**config.mk**
```make
export PLATFORM = sky130hd
export DESIGN_NAME = circle_ctrl
export DESIGN_NICKNAME = d
export VERILOG_FILES = /design/src/rtl/circle_ctrl_pkg.sv /design/src/rtl/circle_ctrl.sv
export SDC_FILE = /design/constraint.sdc
export NUM_CORES = 1
export LEC_CHECK = 0
export BUFFER_PORTS_ARGS = -buffer_cell sky130_fd_sc_hd__buf_2
export CAP_MARGIN = 20
export CORE_MARGIN = 1
export CORE_UTILIZATION = 41
export DETAILED_ROUTE_END_ITERATION = 10
export PLACE_DENSITY = 0.77
export RECOVER_POWER = 25
export SETUP_SLACK_MARGIN = 0.2
export SLEW_MARGIN = 0
export SYNTH_ARGS = -nofsm -noshare
export SYNTH_HDL_FRONTEND = slang
export SYNTH_SLANG_ARGS = --single-unit
```
**constraint.sdc**
```tcl
create_clock -name clk -period 2.37 [get_ports clk]
set_clock_uncertainty 0.2 [all_clocks]
set_input_delay 0.5925 -clock clk [delete_from_list [all_inputs] [get_ports clk]]
set_output_delay 0.5925 -clock clk [all_outputs]
set_load 0.05 [all_outputs]
```
**src/rtl/circle_ctrl_pkg.sv**
```systemverilog
// Shared types and default widths for the circle controller and its datapath.
package circle_ctrl_pkg;

    localparam int unsigned OFFSET_X_DW_DEF = 9;
    localparam int unsigned OFFSET_Y_DW_DEF = 8;
    localparam int unsigned CRIT_DW_DEF     = 9;

    typedef enum logic [2:0] {
        StIdle,
        StClear,
        StInit,
        StCheck,
        StPlot,
        StUpdate,
        StDone
    } circle_state_e;

endpackage

```
**src/rtl/circle_ctrl.sv**
```systemverilog
// Control FSM for clearing the screen and drawing one Bresenham circle, eight octants per step.
module circle_ctrl
    import circle_ctrl_pkg::*;
#(
    parameter int unsigned OFFSET_X_DW = OFFSET_X_DW_DEF,
    parameter int unsigned OFFSET_Y_DW = OFFSET_Y_DW_DEF,
    parameter int unsigned CRIT_DW     = CRIT_DW_DEF
) (
    input  logic                   clk,
    input  logic                   resetn,
    input  logic                   start,
    output logic                   done,
    output logic                   fill_start,
    input  logic                   fill_done,
    output logic                   draw_circle,
    output logic [2:0]             octant_sel,
    output logic                   load_x,
    output logic                   load_y,
    output logic                   load_crit,
    output logic                   inc_y,
    output logic                   dec_x,
    output logic                   calc_crit,
    input  logic [OFFSET_X_DW-1:0] offset_x,
    input  logic [OFFSET_Y_DW-1:0] offset_y,
    input  logic [CRIT_DW-1:0]     crit
);

    circle_state_e state_q, state_d;
    logic [2:0]    oct_q, oct_d;

    logic signed [OFFSET_X_DW-1:0] x_s;
    logic signed [OFFSET_X_DW-1:0] y_ext;
    logic                          y_le_x;
    logic                          crit_pos;

    assign x_s    = offset_x;
    assign y_ext  = OFFSET_X_DW'($signed(offset_y));
    assign y_le_x = (y_ext <= x_s);
    // Strictly positive: sign bit clear and not all zeros.
    assign crit_pos = ~crit[CRIT_DW-1] & (|crit);

    always_ff @(posedge clk) begin
        if (!resetn) begin
            state_q <= StIdle;
            oct_q   <= 3'd0;
        end else begin
            state_q <= state_d;
            oct_q   <= oct_d;
        end
    end

    always_comb begin
        state_d     = state_q;
        oct_d       = oct_q;
        done        = 1'b0;
        fill_start  = 1'b0;
        draw_circle = 1'b0;
        octant_sel  = 3'd0;
        load_x      = 1'b0;
        load_y      = 1'b0;
        load_crit   = 1'b0;
        inc_y       = 1'b0;
        dec_x       = 1'b0;
        calc_crit   = 1'b0;

        unique case (state_q)
            StIdle: begin
                if (start) state_d = StClear;
            end
            StClear: begin
                fill_start = 1'b1;
                if (fill_done) state_d = StInit;
            end
            StInit: begin
                load_x    = 1'b1;
                load_y    = 1'b1;
                load_crit = 1'b1;
                state_d   = StCheck;
            end
            StCheck: begin
                if (y_le_x) begin
                    oct_d   = 3'd0;
                    state_d = StPlot;
                end else begin
                    state_d = StDone;
                end
            end
            StPlot: begin
                draw_circle = 1'b1;
                octant_sel  = oct_q;
                oct_d       = oct_q + 3'd1;
                if (oct_q == 3'd7) state_d = StUpdate;
            end
            StUpdate: begin
                inc_y     = 1'b1;
                calc_crit = 1'b1;
                dec_x     = crit_pos;
                state_d   = StCheck;
            end
            StDone: begin
                done = 1'b1;
                if (!start) state_d = StIdle;
            end
            default: state_d = StIdle;
        endcase
    end

endmodule

```
# --- Yosys cells after proc, flatten, opt, wreduce, memory -nomap -nowiden ---
# Cells that the tools add are included.
word_totals:
  regBits: 6
  out_inout_bits: 12
  word_cells: 39
op_classes:
  addsub: 1
  n_lt_le_gt_ge: 1
  eq_ne: 12
  muxes: 15
  bitwise_logic: 2
  reduce_logical: 6
ops:
  columns: ["op", "count"]
  rows:
  - ["$mux 3", 6]
  - ["$pmux 3 s6", 1]
  - ["$eq 3x3->1 const B", 4]
  - ["$ne 2x2->1 const B", 5]
  - ["$le 8x9->1", 1]
  - ["$reduce_or 9->1", 1]
  - ["$eq 3x2->1 const B", 2]
  - ["$mux 1", 6]
  - ["$pmux 3 s2", 1]
  - ["$reduce_and 4->1", 1]
  - ["$add 3x1->3 const B", 1]
  - ["$eq 3x1->1 const B", 1]
  - ["$logic_not 3->1", 1]
  - ["$mux 2", 1]
  - ["$reduce_and 2->1", 1]
  - ["$reduce_bool 2->1", 1]
  - ["$reduce_or 2->1", 1]
  - ["$and 1x1->1", 1]
  - ["$not 1->1", 1]

# --- Depth between registers and ports, before layout ---
# Gate-level depths: netlist (run 1).
depth:
  depth_word: 3
  depth_mapped: 7
  depth_no_buf: 7

# --- Worst setup path after synthesis (run 1) ---
# OpenSTA, ideal clock, no wires.
synth_timing:
  path_type: "input to output"
  startpoint: "input crit[3]"
  endpoint: "output dec_x"
  arrival_ns: 3.105
  path_slack_ns: -1.527
  stages: 2
  path_buffers: 0
  cell_sequence: "nor4_1 -> a2111oi_0"
synth_via:
  elab_chain_len: 3
synth_rtl:
  columns: ["item", "line_no", "source"]
  rows:
  - ["start: declaration", "circle_ctrl.sv:25", "input logic [CRIT_DW-1:0] crit"]
  - ["$reduce_or 9->1", "circle_ctrl.sv:40", "assign crit_pos = ~crit[CRIT_DW-1] & (|crit);"]
  - ["$and 1x1->1", "circle_ctrl.sv:40", null]
  - ["$mux 1", "circle_ctrl.sv:66", "unique case (state_q)"]
  - ["end: declaration", "circle_ctrl.sv:21", "output logic dec_x,"]
# Every way passes these cells.

# --- Final worst setup path (run 1) ---
layout_timing:
  startpoint: "register state_q[2]"
  endpoint: "output done"
layout_via:
  elab_chain_len: 2
layout_rtl:
  columns: ["item", "line_no", "source"]
  rows:
  - ["start: declaration", "circle_ctrl.sv:28", "circle_state_e state_q, state_d;"]
  - ["start signal: assignment", "circle_ctrl.sv:44", "state_q <= StIdle;"]
  - ["start signal: assignment", "circle_ctrl.sv:47", "state_q <= state_d;"]
  - ["$eq 3x3->1", "circle_ctrl.sv:66", null]
  - ["$mux 1", "circle_ctrl.sv:66", null]
  - ["end: declaration", "circle_ctrl.sv:12", "output logic done,"]
# Every way passes these cells.

==> flow_summary.json, run 1 <==
{
  "fin_crit_sh_pct": 92.5,
  "cp-start-kind": "flip-flop",
  "power_leakage_nw": 0.541,
  "ctsRootBufferMaster": "clkbuf_4",
  "r2r-start": "state_q[2]",
  "rsz0062_at_grt": "yes",
  "syn_area_um2": 691,
  "routabilityCongestion": 0.758,
  "crit_fanout": 3,
  "crit_start": "state_q[2]",
  "die_h_um": 43.0,
  "hold_viol": 0,
  "end_kind": "output port",
  "synth.distinct_cells": 28,
  "power_density_mw_per_mm2": 407,
  "worst-setup-path-type": "reg2out",
  "fmax_mhz": 456,
  "htreeDepth": 1,
  "cp_cell_sequence": "inv_6 -> buf_4 -> nor3_2 -> clkbuf_1",
  "cp.arrival_ns": 1.40,
  "cpLargestDelayFamily": "buffers and inverters",
  "cts_tree": "built",
  "ant_nets": 0,
  "grt_pass1_vias": 697,
  "numCtsBuffers": 3,
  "ir_drop_uv": 240,
  "status": "finished, final reports clean",
  "grt_pass1_wl_um": 2630,
  "io_buffer_count": 41,
  "drive_above_1_share_pct": 48.2,
  "setup_tns_ns": 0,
  "num_antenna_cells": 0,
  "firstDrtPassIters": 4,
  "gr-usage-all-layers_pct": 18.6,
  "postSynthCellCount": 92,
  "cts_sinks": 6,
  "finalSetupViolations": 0,
  "final_util_pct": 69.5,
  "worst_pin_slew_ns": 0.596,
  "avgRoutedWirePerCell_um": 10.3,
  "die_w_um": 43.0,
  "synth-edff-count": 0,
  "ys_ff_latch": 6,
  "area_growth_pct": 55.1,
  "post-route-drc-count": 0,
  "maxSlewViolCount": 0,
  "required_ns": 1.58,
  "antenna_found_initial": 0,
  "clockBufferDepth": 2,
  "viasPerCell": 5.29,
  "avgSynthCellArea_um2": 7.51,
  "ys_warn_count": 0,
  "cap_violations": 0,
  "clkLatencyLatePin_ns": 0.25,
  "synth_top_flop_cell": "dfxtp_1",
  "drt_iter0_markers": 10,
  "min_from": "oct_q[1]",
  "hp-class": "reg2reg",
  "vias": 809,
  "grt_max_degree": 11,
  "critPathSlowestCell": "clkbuf_1",
  "wl_um": 1580,
  "gr-total-overflow": 0,
  "max-slew-margin-rel_pct": 60.4,
  "cp_num_buf_inv": 3,
  "design.portCount": 42,
  "initial_core_util_pct": 44.8,
  "synth_nets": 133,
  "dieArea_mm2": 0.00185,
  "hpwl_um": 1250,
  "fin_nets": 179,
  "final.min_clock_period_ns": 2.19,
  "clkTransAtPathRegs_ns": 0.06,
  "cp_slowest_stage_delay_ns": 0.48,
  "core_mm2": 0.00154,
  "async_flop_share_pct": 0,
  "ys_seq_area_share_pct": 17.4,
  "rows": 14
}
[layout make-up]
class	instances	area [µm²]
timing repair buffer	47	293
inverter	13	57.6
fill	132	470
tap	16	20.0
clock buffer	4	26.3
multi-input combinational	67	551
sequential	6	124
[logic make-up (layout without fill, tap and decap cells)]
group | Yosys count | after routing | synth area share [%]
fa+ha+maj | 11 | 11 | 19.9
compound gates | 24 | 24 | 24.8
simple gates | 30 | 30 | 21.6
mux | 1 | 1 | 1.45
buf+inv | 19 | 64 | 13.6
flops | 6 | 6 | 17.4
xor+xnor | 1 | 1 | 1.27
[registers in the layout, summed over array words and instances, names as in the netlist]
register	cells
oct_q	3
state_q	3
[worst reg2reg max path, cell delays in order (launching register included)]
cell      delay (ns)
dfxtp_4         0.36
inv_6           0.03
or3_4           0.37
buf_4           0.14
buf_4           0.15
o221ai_2        0.17
a21oi_1         0.06
a41o_1          0.20
[routing by layer]
metal | vias to the layer above | wire length, µm | GRT usage [%]
li1 | 415 | - | -
met1 | 361 | 657 | 20.7
met2 | 31 | 816 | 33.9
met3 | 2 | 86 | 2.55
met4 | 0 | 14 | 9.09
met5 | - | 0 | 0
[what timing repair did]
action	in CTS	in global routing
hold buffers	0	0
endpoints found under the setup margin	5	9
pin swaps	1	1
buffers inserted	4	0
gates resized for setup	15	6
[metrics by stage]
stage	instance area (µm²)	hold WS, ns	setup WS (ns)	power (mW)	instances
finish	1070	0.378	0.177	0.436	153
CTS	1050	0.380	0.165	0.432	153
detailed placement	932	0.378	0.0744	0.317	145
global route	1070	0.405	0.136	0.467	153
global placement	932	0.376	0.0656	0.312	145
floorplan	737	0.349	0.174	0.270	92
[where the power goes]
| part | internal (mW) | switching, mW |
|---|---|---|
| clock | 0.0639 | 0.0387 |
| sequential | 0.111 | 0.0121 |
| combinational | 0.0812 | 0.129 |
[cell usage after synthesis (all sizes together) (2+ instances only)]
cell type,count,area [µm²]
nor4,2,12.5
a41o,2,20.0
nand2,9,33.8
inv,13,48.8
o21ai,4,20.0
buf,6,45.0
a21oi,10,50.1
and4,2,17.5
and2,4,25.0
nor3,2,10.0
dfxtp,6,120
nor2,8,30.0
ha,11,138
o221ai,2,30.0
[path summary, 6_finish.rpt]
path	endpoint	slack [ns]	cells past startpoint
worst max register to register	oct_q[2]	0.57	7
worst max-delay path	done	0.18	4
worst min register to register	oct_q[1]	0.38	1
worst min-delay path	oct_q[1]	0.38	1
[placed cells by master, fill, tap and decap left out, types with 2 or more instances in the layout]
cell	synthesis	final
a21oi_1	10	10
clkbuf_4	0	6
and4_1	2	2
ha_1	11	11
dfxtp_1	6	5
and2_4	0	3
inv_1	12	11
o21ai_0	4	4
nor4_4	0	2
nor2_2	0	2
nor2_1	8	6
a41o_1	2	2
o221ai_2	2	2
nand2_1	9	8
clkbuf_1	0	2
buf_8	0	3
buf_2	0	33
buf_4	4	6
Note: power is estimated with default switching activity, not from simulation.
==> inputs of run 2 (changes only) <==
Settings changed: CELL_PAD_IN_SITES_DETAIL_PLACEMENT set to 0, CELL_PAD_IN_SITES_GLOBAL_PLACEMENT set to 1, CORE_UTILIZATION 41 to 28, CTS_CLUSTER_SIZE set to 40, PLACE_DENSITY 0.77 to unset, PLACE_DENSITY_LB_ADDON set to 0.1.
==> run 2 against run 1 <==
Wire length grew 5.8%; clock power hardly changed; combinational power is 2% higher; sequential cell count unchanged; global-route usage decreased by 4.9 points; sequential power hardly changed; largest power group unchanged; die area rose by 44%; critical path depth increased by 1; maximum frequency fell by 0.20%.
==> flow_summary.json, run 2 (synthesis results as in run 1) <==
{
  "switching_power_uw": 182,
  "whs_ns": 0.376,
  "internal_power_uw": 259,
  "crit_fanout": 4,
  "cp_slowest_stage_delay_ns": 0.38,
  "grt_max_degree": 11,
  "status": "finished, final reports clean",
  "seq_power_share_pct": 28.0,
  "initial_core_util_pct": 30.3,
  "numCtsBuffers": 3,
  "fin_crit_sh_pct": 92.7,
  "drt_iter0_markers": 3,
  "cp.arrival_ns": 1.40,
  "grt_pass1_vias": 692,
  "seq_area_um2": 124,
  "cp-start-kind": "flip-flop",
  "top_regs": "oct_q: 3 flops, state_q: 3 flops",
  "antenna_found_initial": 0,
  "pwr-share-clk_pct": 23.4,
  "final_cell_mix": "33 x buf_2, 11 x inv_1, 11 x ha_1, 10 x a21oi_1, 8 x nand2_1",
  "vias": 812,
  "ir_drop_uv": 328,
  "required_ns": 1.58,
  "hpwl_um": 1330,
  "hold_viol": 0,
  "final_util_pct": 48.2,
  "clockBufferDepth": 2,
  "dieArea_mm2": 0.00267,
  "finalSetupViolations": 0,
  "p_total_uw": 442,
  "die_w_um": 51.7,
  "hp-class": "reg2reg",
  "fmax_mhz": 455,
  "gr-total-overflow": 0,
  "fin_nets": 178,
  "end_kind": "output port",
  "power_density_mw_per_mm2": 403,
  "dpl-instance-area_um2": 947,
  "post-route-drc-count": 0,
  "firstDrtPassIters": 2,
  "combPwrFrac_pct": 48.7,
  "final_cell_area_mm2": 0.00110,
  "max-slew-margin-rel_pct": 81.0,
  "clkTransAtPathRegs_ns": 0.05,
  "htreeDepth": 1,
  "clkLatencyLatePin_ns": 0.25,
  "cp_num_buf_inv": 3,
  "wl_um": 1670,
  "rows": 17,
  "gr-usage-all-layers_pct": 13.6,
  "avgRoutedWirePerCell_um": 10.2,
  "cap_violations": 0,
  "worst-setup-path-type": "reg2out",
  "power.share.switching_pct": 41.3,
  "area_growth_pct": 58.7,
  "viasPerCell": 4.95,
  "critPathSlowestCell": "or3_4",
  "ant_nets": 0,
  "grt_pass1_wl_um": 2750,
  "cpLargestDelayFamily": "simple AND/OR/NAND/NOR gates",
  "die_h_um": 51.7,
  "worst_pin_slew_ns": 0.284,
  "final_common_cell": "buf_2",
  "fillers": 233,
  "power_leakage_nw": 0.548,
  "cp_cell_sequence": "inv_6 -> or3_4 -> clkinvlp_4 -> and2_4 -> buf_8",
  "final.min_clock_period_ns": 2.20,
  "cts_tree": "built",
  "multi_input_area_um2": 551,
  "cts_sinks": 6,
  "drive_above_1_share_pct": 48.5,
  "setup_tns_ns": 0,
  "core_mm2": 0.00228,
  "design.portCount": 42,
  "rsz0062_at_grt": "yes",
  "num_antenna_cells": 0,
  "maxSlewViolCount": 0,
  "io_buffer_count": 41,
  "routabilityCongestion": 0.747,
  "ctsRootBufferMaster": "clkbuf_4"
}
==> run 2: changes by cell type in the layout (fill, tap and decap cells not counted) <==
cell / delta
clkbuf_1: -1
clkbuf_2: +1
buf_4: -3
buf_12: +1
buf_6: +1
==> run 2: path summary, 6_finish.rpt <==
kind	start	endpoint	slack, ns	depth (start not counted)
worst max-delay path	state_q[2]	octant_sel[1]	0.17	5
worst min-delay path	oct_q[1]	oct_q[1]	0.38	1
worst max register to register	state_q[2]	oct_q[2]	0.70	6
worst min register to register	oct_q[1]	oct_q[1]	0.38	1
==> run 2: layout make-up <==
class                      instances  area share (%)
clock buffer                       4            2.40
inverter                          13            5.25
multi-input combinational         67            50.2
sequential                         6            11.3
tap                               28            3.20
timing repair buffer              46            27.6
==> run 2: layer usage <==
| layer | wire, µm | vias to the layer above | track usage (%) |
|---|---|---|---|
| met3 | 143 | 0 | 5.26 |
| met2 | 761 | 33 | 23.4 |
| met1 | 761 | 360 | 17.0 |
| met5 | 0 | - | 0 |
| met4 | 0 | 0 | 0 |
| li1 | - | 419 | - |
==> run 2: timing repair <==
| action | 4_1_cts | 5_1_grt |
|---|---|---|
| pin swaps | 1 | 1 |
| gates resized for setup | 17 | 5 |
| hold buffers | 0 | 0 |
| hold endpoints to repair | 0 | 0 |
| buffers inserted | 3 | 0 |
| endpoints found under the setup margin | 5 | 11 |
==> run 2: metrics by stage <==
step | setup slack [ns] | std cells
6_report | 0.173 | 164
5_1_grt | 0.122 | 164
4_1_cts | 0.141 | 164
3_5_place_dp | 0.0181 | 157
3_3_place_gp | 0.0401 | 157
2_1_floorplan | 0.174 | 92
==> run 2: power by group through the flow <==
stage / combinational (mW) / clock [mW] / sequential, mW
after floorplan: 0.148 / 0 / 0.122
after global placement: 0.193 / 0 / 0.125
after detailed placement: 0.194 / 0 / 0.125
after CTS: 0.210 / 0.110 / 0.123
after global routing: 0.238 / 0.117 / 0.125
final: 0.215 / 0.103 / 0.123
